--- src/rtl/seq_ctrl_pkg.sv ---
// Shared types and default sizes for the serial sequence detector.
// The timeout feature is compiled in with SEQ_CTRL_TIMEOUT_EN.
package seq_ctrl_pkg;

    localparam int DEF_PAT_W = 8;
    localparam int DEF_CNT_W = 8;
    localparam int DEF_TO_W  = 16;

    typedef enum logic [1:0] {
        ST_IDLE = 2'd0,
        ST_ARM  = 2'd1,
        ST_RUN  = 2'd2,
        ST_DONE = 2'd3
    } state_t;

    // A run needs at least one pattern bit and no more than the shifter holds.
    function automatic logic len_is_legal(input logic [3:0] len, input int pat_w);
        return (len != 4'd0) && (int'(len) <= pat_w);
    endfunction

endpackage

--- src/rtl/seq_match_core.sv ---
// Serial shift register, received-bit count and masked pattern comparator.
// hit is combinational: it reflects the register contents after the current bit.
module seq_match_core
    import seq_ctrl_pkg::*;
#(
    parameter int PAT_W = DEF_PAT_W
) (
    input  logic             clk,
    input  logic             rst,
    input  logic             clear,
    input  logic             shift_en,
    input  logic             bit_in,
    input  logic             overlap,
    input  logic [PAT_W-1:0] pattern,
    input  logic [3:0]       pat_len,
    output logic             hit
);

    localparam int RXW = ($clog2(PAT_W + 1) > 4) ? $clog2(PAT_W + 1) : 4;

    logic [PAT_W-1:0] shift_reg;
    logic [PAT_W-1:0] shift_next;
    logic [PAT_W-1:0] len_mask;
    logic [RXW-1:0]   rx_cnt_reg;
    logic [RXW-1:0]   rx_cnt_next;
    logic             enough;
    logic             equal;

    generate
        for (genvar gi = 0; gi < PAT_W; gi++) begin : g_mask
            assign len_mask[gi] = (gi < int'(pat_len));
        end
    endgenerate

    assign shift_next = {shift_reg[PAT_W-2:0], bit_in};

    // The count saturates at PAT_W; beyond that every legal length is satisfied.
    assign rx_cnt_next = (rx_cnt_reg < RXW'(PAT_W)) ? rx_cnt_reg + RXW'(1) : rx_cnt_reg;
    assign enough      = (rx_cnt_next >= RXW'(pat_len));
    assign equal       = (((shift_next ^ pattern) & len_mask) == '0);
    assign hit         = shift_en & enough & equal;

    always_ff @(posedge clk or posedge rst) begin
        if (rst) begin
            shift_reg  <= '0;
            rx_cnt_reg <= '0;
        end else if (clear) begin
            shift_reg  <= '0;
            rx_cnt_reg <= '0;
        end else if (shift_en) begin
            shift_reg  <= shift_next;
            // Non-overlapping mode: the next match must be built from fresh bits.
            rx_cnt_reg <= (hit && !overlap) ? '0 : rx_cnt_next;
        end
    end

endmodule

--- src/rtl/seq_detect_ctrl.sv ---
// Run controller for the serial sequence detector: start/abort handshake,
// match counting and completion. Define SEQ_CTRL_TIMEOUT_EN for the idle-bit timeout.
module seq_detect_ctrl
    import seq_ctrl_pkg::*;
#(
    parameter int PAT_W = DEF_PAT_W,
    parameter int CNT_W = DEF_CNT_W,
    parameter int TO_W  = DEF_TO_W
) (
    input  logic             i_clk,
    input  logic             i_rst,
    input  logic             i_start,
    input  logic [PAT_W-1:0] i_pattern,
    input  logic [3:0]       i_pat_len,
    input  logic [CNT_W-1:0] i_target,
    input  logic             i_overlap,
    input  logic [TO_W-1:0]  i_timeout_lim,
    input  logic             i_bit_valid,
    input  logic             i_bit,
    input  logic             i_abort,
    output logic             o_busy,
    output logic             o_match,
    output logic [CNT_W-1:0] o_match_cnt,
    output logic             o_done,
    output logic             o_timeout
);

    state_t           state_reg;
    logic [PAT_W-1:0] pattern_reg;
    logic [3:0]       pat_len_reg;
    logic [CNT_W-1:0] target_reg;
    logic             overlap_reg;
    logic [CNT_W-1:0] cnt_reg;
    logic [CNT_W-1:0] cnt_inc;
    logic             busy_reg;
    logic             match_reg;
    logic             done_reg;
    logic             timeout_reg;

    logic start_ok;
    logic core_clear;
    logic shift_en;
    logic hit;
    logic target_hit;
    logic to_expire;

    assign start_ok   = i_start && len_is_legal(i_pat_len, PAT_W);
    assign core_clear = (state_reg == ST_ARM);
    // An abort suppresses the bit entirely, so a simultaneous match never counts.
    assign shift_en   = (state_reg == ST_RUN) && i_bit_valid && !i_abort;
    assign cnt_inc    = cnt_reg + CNT_W'(1);
    assign target_hit = (cnt_inc == target_reg);

    seq_match_core #(
        .PAT_W(PAT_W)
    ) u_core (
        .clk     (i_clk),
        .rst     (i_rst),
        .clear   (core_clear),
        .shift_en(shift_en),
        .bit_in  (i_bit),
        .overlap (overlap_reg),
        .pattern (pattern_reg),
        .pat_len (pat_len_reg),
        .hit     (hit)
    );

`ifdef SEQ_CTRL_TIMEOUT_EN
    logic [TO_W-1:0] to_lim_reg;
    logic [TO_W-1:0] to_cnt_reg;
    logic [TO_W-1:0] to_cnt_inc;

    assign to_cnt_inc = to_cnt_reg + TO_W'(1);
    // A zero limit disables the timeout.
    assign to_expire  = (to_lim_reg != '0) && (to_cnt_inc == to_lim_reg);

    always_ff @(posedge i_clk or posedge i_rst) begin
        if (i_rst) begin
            to_lim_reg <= '0;
            to_cnt_reg <= '0;
        end else if (state_reg == ST_IDLE && start_ok) begin
            to_lim_reg <= i_timeout_lim;
        end else if (state_reg == ST_ARM) begin
            to_cnt_reg <= '0;
        end else if (shift_en) begin
            to_cnt_reg <= hit ? '0 : to_cnt_inc;
        end
    end
`else
    logic unused_timeout_lim;

    assign to_expire          = 1'b0;
    assign unused_timeout_lim = ^i_timeout_lim;
`endif

    always_ff @(posedge i_clk or posedge i_rst) begin
        if (i_rst) begin
            state_reg   <= ST_IDLE;
            pattern_reg <= '0;
            pat_len_reg <= '0;
            target_reg  <= '0;
            overlap_reg <= 1'b0;
            cnt_reg     <= '0;
            busy_reg    <= 1'b0;
            match_reg   <= 1'b0;
            done_reg    <= 1'b0;
            timeout_reg <= 1'b0;
        end else begin
            match_reg   <= 1'b0;
            done_reg    <= 1'b0;
            timeout_reg <= 1'b0;
            case (state_reg)
                ST_IDLE: begin
                    if (start_ok) begin
                        pattern_reg <= i_pattern;
                        pat_len_reg <= i_pat_len;
                        target_reg  <= i_target;
                        overlap_reg <= i_overlap;
                        busy_reg    <= 1'b1;
                        state_reg   <= ST_ARM;
                    end
                end
                ST_ARM: begin
                    cnt_reg <= '0;
                    if (i_abort) begin
                        busy_reg  <= 1'b0;
                        state_reg <= ST_IDLE;
                    end else if (target_reg == '0) begin
                        done_reg  <= 1'b1;
                        busy_reg  <= 1'b0;
                        state_reg <= ST_DONE;
                    end else begin
                        state_reg <= ST_RUN;
                    end
                end
                ST_RUN: begin
                    if (i_abort) begin
                        busy_reg  <= 1'b0;
                        state_reg <= ST_IDLE;
                    end else if (hit) begin
                        match_reg <= 1'b1;
                        cnt_reg   <= cnt_inc;
                        // Leaving RUN at the target is what keeps the count from wrapping.
                        if (target_hit) begin
                            done_reg  <= 1'b1;
                            busy_reg  <= 1'b0;
                            state_reg <= ST_DONE;
                        end
                    end else if (shift_en && to_expire) begin
                        timeout_reg <= 1'b1;
                        busy_reg    <= 1'b0;
                        state_reg   <= ST_IDLE;
                    end
                end
                ST_DONE: begin
                    state_reg <= ST_IDLE;
                end
                default: begin
                    busy_reg  <= 1'b0;
                    state_reg <= ST_IDLE;
                end
            endcase
        end
    end

    assign o_busy      = busy_reg;
    assign o_match     = match_reg;
    assign o_match_cnt = cnt_reg;
    assign o_done      = done_reg;
    assign o_timeout   = timeout_reg;

endmodule

--- config.mk ---
export PLATFORM = sky130hd
export DESIGN_NAME = seq_detect_ctrl
export DESIGN_NICKNAME = d
export VERILOG_FILES = /design/src/rtl/seq_ctrl_pkg.sv /design/src/rtl/seq_match_core.sv /design/src/rtl/seq_detect_ctrl.sv
export SDC_FILE = /design/constraint.sdc
export NUM_CORES = 1
export LEC_CHECK = 0
export ABC_CLOCK_PERIOD_IN_PS = 2550
export CAP_MARGIN = 20
export CORE_ASPECT_RATIO = 0.9
export CORE_MARGIN = 4
export CORE_UTILIZATION = 46
export DETAILED_ROUTE_END_ITERATION = 10
export HOLD_SLACK_MARGIN = 0.05
export PLACE_DENSITY = 0.73
export REMOVE_ABC_BUFFERS = 1
export SLEW_MARGIN = 0
export SYNTH_ARGS = -nofsm -noshare
export SYNTH_HDL_FRONTEND = slang
export SYNTH_SLANG_ARGS = --single-unit
--- constraint.sdc ---
create_clock -name i_clk -period 2.55 [get_ports i_clk]
set_input_delay 0.51 -clock i_clk [delete_from_list [all_inputs] [get_ports i_clk]]
set_output_delay 0.51 -clock i_clk [all_outputs]
set_load 0.05 [all_outputs]
Yosys cells after proc, flatten, opt, wreduce, memory -nomap -nowiden
Index checks and enable logic that the tools add are counted.
- register bits after elaboration: 45
- input bits: 43
- output and inout bits: 12
- word-level logic and storage cells: 88
- add/subtract/negate cells: 2
- order comparisons: 11
- equal/unequal tests: 10
- multiplexer cells: 32
- bitwise logic cells: 4
- reduce and logical (&&, ||, !) cells: 18
- operators by type and width (cell ; number):
    $logic_not 8->1 ; 2
    $lt 3x4->1 const A ; 4
    $mux 4 ; 4
    $mux 8 ; 2
    $pmux 8 s2 ; 1
    $mux 1 ; 15
    $mux 7 ; 2
    $mux 2 ; 5
    $add 8x1->8 const B ; 1
    $and 8x8->8 ; 1
    $eq 8x8->1 ; 1
    $lt 1x4->1 const A ; 2
    $lt 2x4->1 const A ; 2
    $pmux 2 s4 ; 1
    $xor 8x8->8 ; 1
    $ne 3x2->1 const B ; 2
    $reduce_and 3->1 ; 2
    $logic_and 1x1->1 ; 5
    $reduce_and 5->1 ; 1
    $add 4x1->4 const B ; 1
    $eq 2x2->1 const B ; 2
    $ge 4x4->1 ; 1
    $le 4x4->1 const B ; 1
    $lt 4x4->1 const B ; 1
    other kinds (13) ; 17

Logic depth before layout (Yosys ltp)
- word-level depth: 9
- gate-level depth with buffers: 12
- mapped depth without buffers: 10

Hierarchy
Synthesis repeated with hierarchy kept, for this count alone.
- cells, all modules: 239
- area total of the unflattened synthesis: 2544.9 sq um
- by module, submodules not included (module ; times used ; cells each ; area each (sq um) ; seq. area each (sq um)):
    seq_detect_ctrl ; 1 ; 159 ; 1762.9 ; 850.8
    seq_match_core ; 1 ; 80 ; 782.0 ; 275.3

Least setup slack after synthesis
No wires, ideal clock.
- path type: flip-flop to flip-flop
- start: reg u_core.rx_cnt_reg[0]
- end: reg cnt_reg[2], in the netlist o_match_cnt[2]
- setup time: 118 ps
- arrival time: 2570 ps
- required time: 2432 ps
- setup slack: -138 ps
- cell stages (with the launch flop): 12
- buffers on the path: 2
- period minus slack after synthesis: 2688 ps
- path through: dfrtp_1 > ha_1 > mux2_2 > ha_1 > a21o_1 > a21o_1 > a21oi_1 > or2_1 > clkbuf_1 > clkbuf_1 > o21ai_0 > a21o_1
- cells in the longest elaborated chain, start to end: 7
- elaborated cells on any way between the ends: 8
- those cells by class: add/sub: 1; order compare: 2; eq/ne: 1; mux: 1; bitwise: 2; reduce/logical: 1
- ends and longest elaborated chain (element ; RTL line ; RTL):
    start: declaration ; seq_match_core.sv:24 ; logic [RXW-1:0] rx_cnt_reg;
    start signal: assignment ; seq_match_core.sv:53 ; rx_cnt_reg <= (hit && !overlap) ? '0 : rx_cnt_next;
    $add 4x1->4 or $lt 4x4->1 (tied branches) ; seq_match_core.sv:38 ; assign rx_cnt_next = (rx_cnt_reg < RXW'(PAT_W)) ? rx_cnt_reg + RXW'(1) : rx_cnt_reg;
    $mux 4 * ; seq_match_core.sv:38 ;
    $ge 4x4->1 * ; seq_match_core.sv:39 ; assign enough = (rx_cnt_next >= RXW'(pat_len));
    $and 1x1->1 * (2 in a row) ; seq_match_core.sv:41 ; assign hit = shift_en & enough & equal;
    $ne 2x1->1 (no line) * ; n/a ;
    $reduce_and 3->1 (no line) * ; n/a ;
    end signal: assignment ; seq_detect_ctrl.sv:142 ; cnt_reg <= cnt_inc;
    end: declaration ; seq_detect_ctrl.sv:33 ; logic [CNT_W-1:0] cnt_reg;
Mark *: on every way between the ends. The rest lies on a longest branch, timed or not.
A chain may end at the register's enable or synchronous reset.

Worst setup path after layout
- start: reg u_core.rx_cnt_reg[1]
- end: reg busy_reg, in the netlist o_busy
- cells in the longest elaborated chain, start to end: 7
- elaborated cells on any way between the ends: 8
- those cells by class: add/sub: 1; order compare: 2; eq/ne: 1; mux: 1; bitwise: 2; reduce/logical: 1
- ends and longest elaborated chain (element ; RTL line ; RTL):
    $add 4x1->4 or $lt 4x4->1 (tied branches) ; seq_match_core.sv:38 ;
    $mux 4 * ; seq_match_core.sv:38 ;
    $ge 4x4->1 * ; seq_match_core.sv:39 ;
    $and 1x1->1 * (2 in a row) ; seq_match_core.sv:41 ;
    $ne 3x2->1 (no line) * ; n/a ;
    $reduce_and 5->1 (no line) * ; n/a ;
    end signal: assignment ; seq_detect_ctrl.sv:104 ; busy_reg <= 1'b0;
    end signal: assignment ; seq_detect_ctrl.sv:119 ; busy_reg <= 1'b1;
    end signal: assignment ; seq_detect_ctrl.sv:126 ; busy_reg <= 1'b0;
    end: declaration ; seq_detect_ctrl.sv:35 ; logic busy_reg;
Marked as above.

==> out/metrics.json <==
{
  "timing": {
    "finalCriticalPeriod_ps": 2530,
    "timing.final.crit_share": 0.991,
    "transition_at_the_pin_with_the_smallest_max_transition_slack_ps": 743,
    "clock-skew-final_ps": 8.45,
    "setup_viol_count_final": 0,
    "hold_viol": 0,
    "unrepaired_setup_endpoints_after_global_routing": "yes",
    "fmax_mhz": 396,
    "setup_tns_ps": 0,
    "final-max-slew-violation-count": 0,
    "slew_headroom": 0.502
  },
  "yosys": {
    "yosysUniqueCellTypes": 49,
    "yosysSeqAreaShare": 0.434,
    "synth.most_common_cell": "sky130_fd_sc_hd__dfrtp_1",
    "synthFlopType": "sky130_fd_sc_hd__dfrtp_1",
    "ys_top_cells_by_count": "45 x sky130_fd_sc_hd__dfrtp_1, 32 x sky130_fd_sc_hd__nand2_1, 22 x sky130_fd_sc_hd__mux2_2",
    "ys.warnings.count": 0,
    "synthDominantAreaCellType": "sky130_fd_sc_hd__dfrtp_1",
    "post_synth_instance_area_um2": 2590,
    "synth.top_cells.by_area": "sky130_fd_sc_hd__dfrtp_1 43%, sky130_fd_sc_hd__mux2_2 9.5%, sky130_fd_sc_hd__ha_1 5.3%",
    "synthesized_area_per_cell_um2": 9.98,
    "syn-instance-count": 260,
    "ff_latch_count_synth": 45,
    "synth_edf_count": 0,
    "async_flop_share": 1.00,
    "synth_top_area_frac": 0.434
  },
  "clock_tree": {
    "ctsRootBufferMaster": "sky130_fd_sc_hd__clkbuf_8",
    "tritoncts": "yes",
    "cts_inserted_buffers": 5,
    "ctsLongestPathBuffers": 2,
    "clk-insertion-delay-late_ps": 310,
    "htreeDepth": 2,
    "tritoncts_num_sinks": 45,
    "clk_transition_reported_paths_ps": 100
  },
  "power": {
    "ir_worst_vdd_v": 0.000557,
    "cellLeakagePower_nw": 1.44,
    "power-per-cell-area_nw_per_um2": 847,
    "total_power_mw": 2.82
  },
  "final_layout": {
    "layout.nets": 366,
    "synthToLayoutAreaGrowth_pct": 28.4,
    "drive_gt1_frac": 0.211,
    "number_of_filler_instances_in_the_final_layout": 442,
    "area_of_combinational_cells_with_multiple_inputs_um2": 1410,
    "final_cell_count_no_fill": 380,
    "seqCellArea_um2": 1130,
    "diodes": 0
  },
  "routing": {
    "routed-via-count": 2104,
    "wl_per_cell_um": 14.9,
    "initialDrtViolationCount": 78,
    "drt.antenna.violating_nets": 0,
    "drt-total-wl_um": 5650,
    "avgViaCountPerCell": 5.54,
    "dr.pass1.iters": 4,
    "dr_drc_count": 0
  },
  "worst_setup_path": {
    "worst-endpoint-required_ps": 2770,
    "cp_max_fo": 4,
    "timing.setup.critical_path_class": "reg2reg",
    "critical_path.reg2reg.startpoint": "u_core.rx_cnt_reg[1]",
    "rrSetupSlack_ps": 20,
    "worstPathArrival_ps": 2740,
    "start_kind": "flip-flop",
    "crit_start": "u_core.rx_cnt_reg[1]",
    "count_of_cells_along_the_worst_register_to_register_path": 9,
    "end_kind": "flip-flop"
  },
  "global_routing": {
    "vias_in_the_first_global_route": 2013,
    "overflow": 0,
    "grt_start_max_net_pins": 27,
    "grt_pass1_wl_um": 9270,
    "grt_use_total": 0.170,
    "grt_antenna_before_repair": 0
  },
  "placement": {
    "port_buffers": 37,
    "place.gp.congestion": 0.834,
    "placedCellCount": 371,
    "place_hpwl_um": 4160
  },
  "floorplan": {
    "core_um2": 5350,
    "floorplan.initialDensity": 0.485,
    "die_height_um": 79.3,
    "fp_rows": 25,
    "design.portCount": 55,
    "die-area_um2": 6910,
    "die_width_um": 87.2
  },
  "outcome": {
    "outcome": "completed"
  },
  "flow_run": {
    "cap_viol_max_count": 0
  },
  "hold_path": {
    "hold_path_class": "in2async"
  }
}
==> metal layers <==
metal,vias up,share of wire,global-route usage
met2,53,0.48,0.276
met1,1035,0.45,0.222
met5,-,0,0
li1,1009,-,-
met3,7,0.056,0.0301
met4,0,0.018,0.0736
==> placed cells by master, fill, tap and decap left out, drive strengths merged, types with 2 or more instances in the layout <==
| master | n |
|---|---|
| clkdlybuf4s50 | 37 |
| a22oi | 2 |
| nor3b | 2 |
| dfrtp | 45 |
| o21ai | 14 |
| nand3 | 10 |
| nand2 | 32 |
| inv | 10 |
| xor2 | 10 |
| a21boi | 3 |
| nor2 | 9 |
| o311ai | 2 |
| clkinv | 2 |
| o22ai | 3 |
| nor3 | 2 |
| o211ai | 2 |
| nand2b | 5 |
| or3 | 2 |
| ha | 11 |
| buf | 21 |
| mux2i | 2 |
| a21oi | 16 |
| or4 | 2 |
| mux2 | 22 |
| nor4 | 2 |
| a22o | 2 |
| clkbuf | 5 |
| nand3b | 4 |
| and2 | 2 |
| xnor2 | 12 |
| a21o | 5 |
==> worst max-delay path, stage by stage, from the launching register on <==
cell and delay (ps):
sky130_fd_sc_hd__dfrtp_1 400, sky130_fd_sc_hd__ha_1 290, sky130_fd_sc_hd__mux2_4 290, sky130_fd_sc_hd__ha_4 260, sky130_fd_sc_hd__a21o_1 100, sky130_fd_sc_hd__a21o_1 120, sky130_fd_sc_hd__a21oi_2 70, sky130_fd_sc_hd__or4b_4 520
sky130_fd_sc_hd__and2_4 190, sky130_fd_sc_hd__o311ai_4 190
==> what timing repair did <==
| action | 4_1_cts | 5_1_grt |
|---|---|---|
| pin swaps | 3 | 9 |
| hold buffers | 0 | 0 |
| endpoints found under the setup margin | 10 | 15 |
| resized for setup | 2 | 8 |
| buffers inserted | 0 | 1 |
==> worst paths after layout <==
check | endpoint
worst max-delay path | o_busy
worst min-delay path | u_core.shift_reg[0]
worst max register to register | o_busy
worst min register to register | pattern_reg[0]
max in group asynchronous | state_reg[0]
min in group i_clk | pattern_reg[0]
==> per-stage QoR <==
step	worst slack [ps]	cell area, µm²	util	hold WS [ps]
CTS	-52.6	3280	0.614	541
floorplan	-161	2530	-	500
finish	22.2	3330	0.623	533
detailed placement	-205	3160	0.590	518
global route	-45.5	3330	0.623	558
global placement	-129	3160	0.590	513
==> area by class of cell <==
| cell class | instances | area share |
|---|---|---|
| multi-input cells | 192 | 0.424 |
| flip-flops and latches | 45 | 0.338 |
| repair buffers | 58 | 0.166 |
| well taps | 67 | 0.0252 |
| clock buffers | 5 | 0.0206 |
| clock inverters | 3 | 0.0150 |
| inverters | 10 | 0.0113 |
==> kinds of logic after synthesis <==
| kind of cell | share of synthesized area |
|---|---|
| AO/OA/AOI/OAI | 0.133 |
| buffers and inverters | 0.0410 |
| multiplexers | 0.103 |
| adder cells (fa/ha/maj) | 0.0530 |
| other | 0.00145 |
| flip-flops | 0.434 |
| AND/OR/NAND/NOR | 0.160 |
| XOR/XNOR | 0.0743 |
==> power breakdown <==
| group | internal [mW] | total, mW | leakage, nW | switching, mW |
|---|---|---|---|---|
| Clock | 0.300 | 0.574 | 0.0603 | 0.274 |
| Combinational | 0.596 | 1.13 | 0.804 | 0.533 |
| Sequential | 0.911 | 1.12 | 0.579 | 0.209 |
| Total | 1.81 | 2.82 | 1.44 | 1.02 |
No activity file was read; power rests on OpenSTA's default activity.
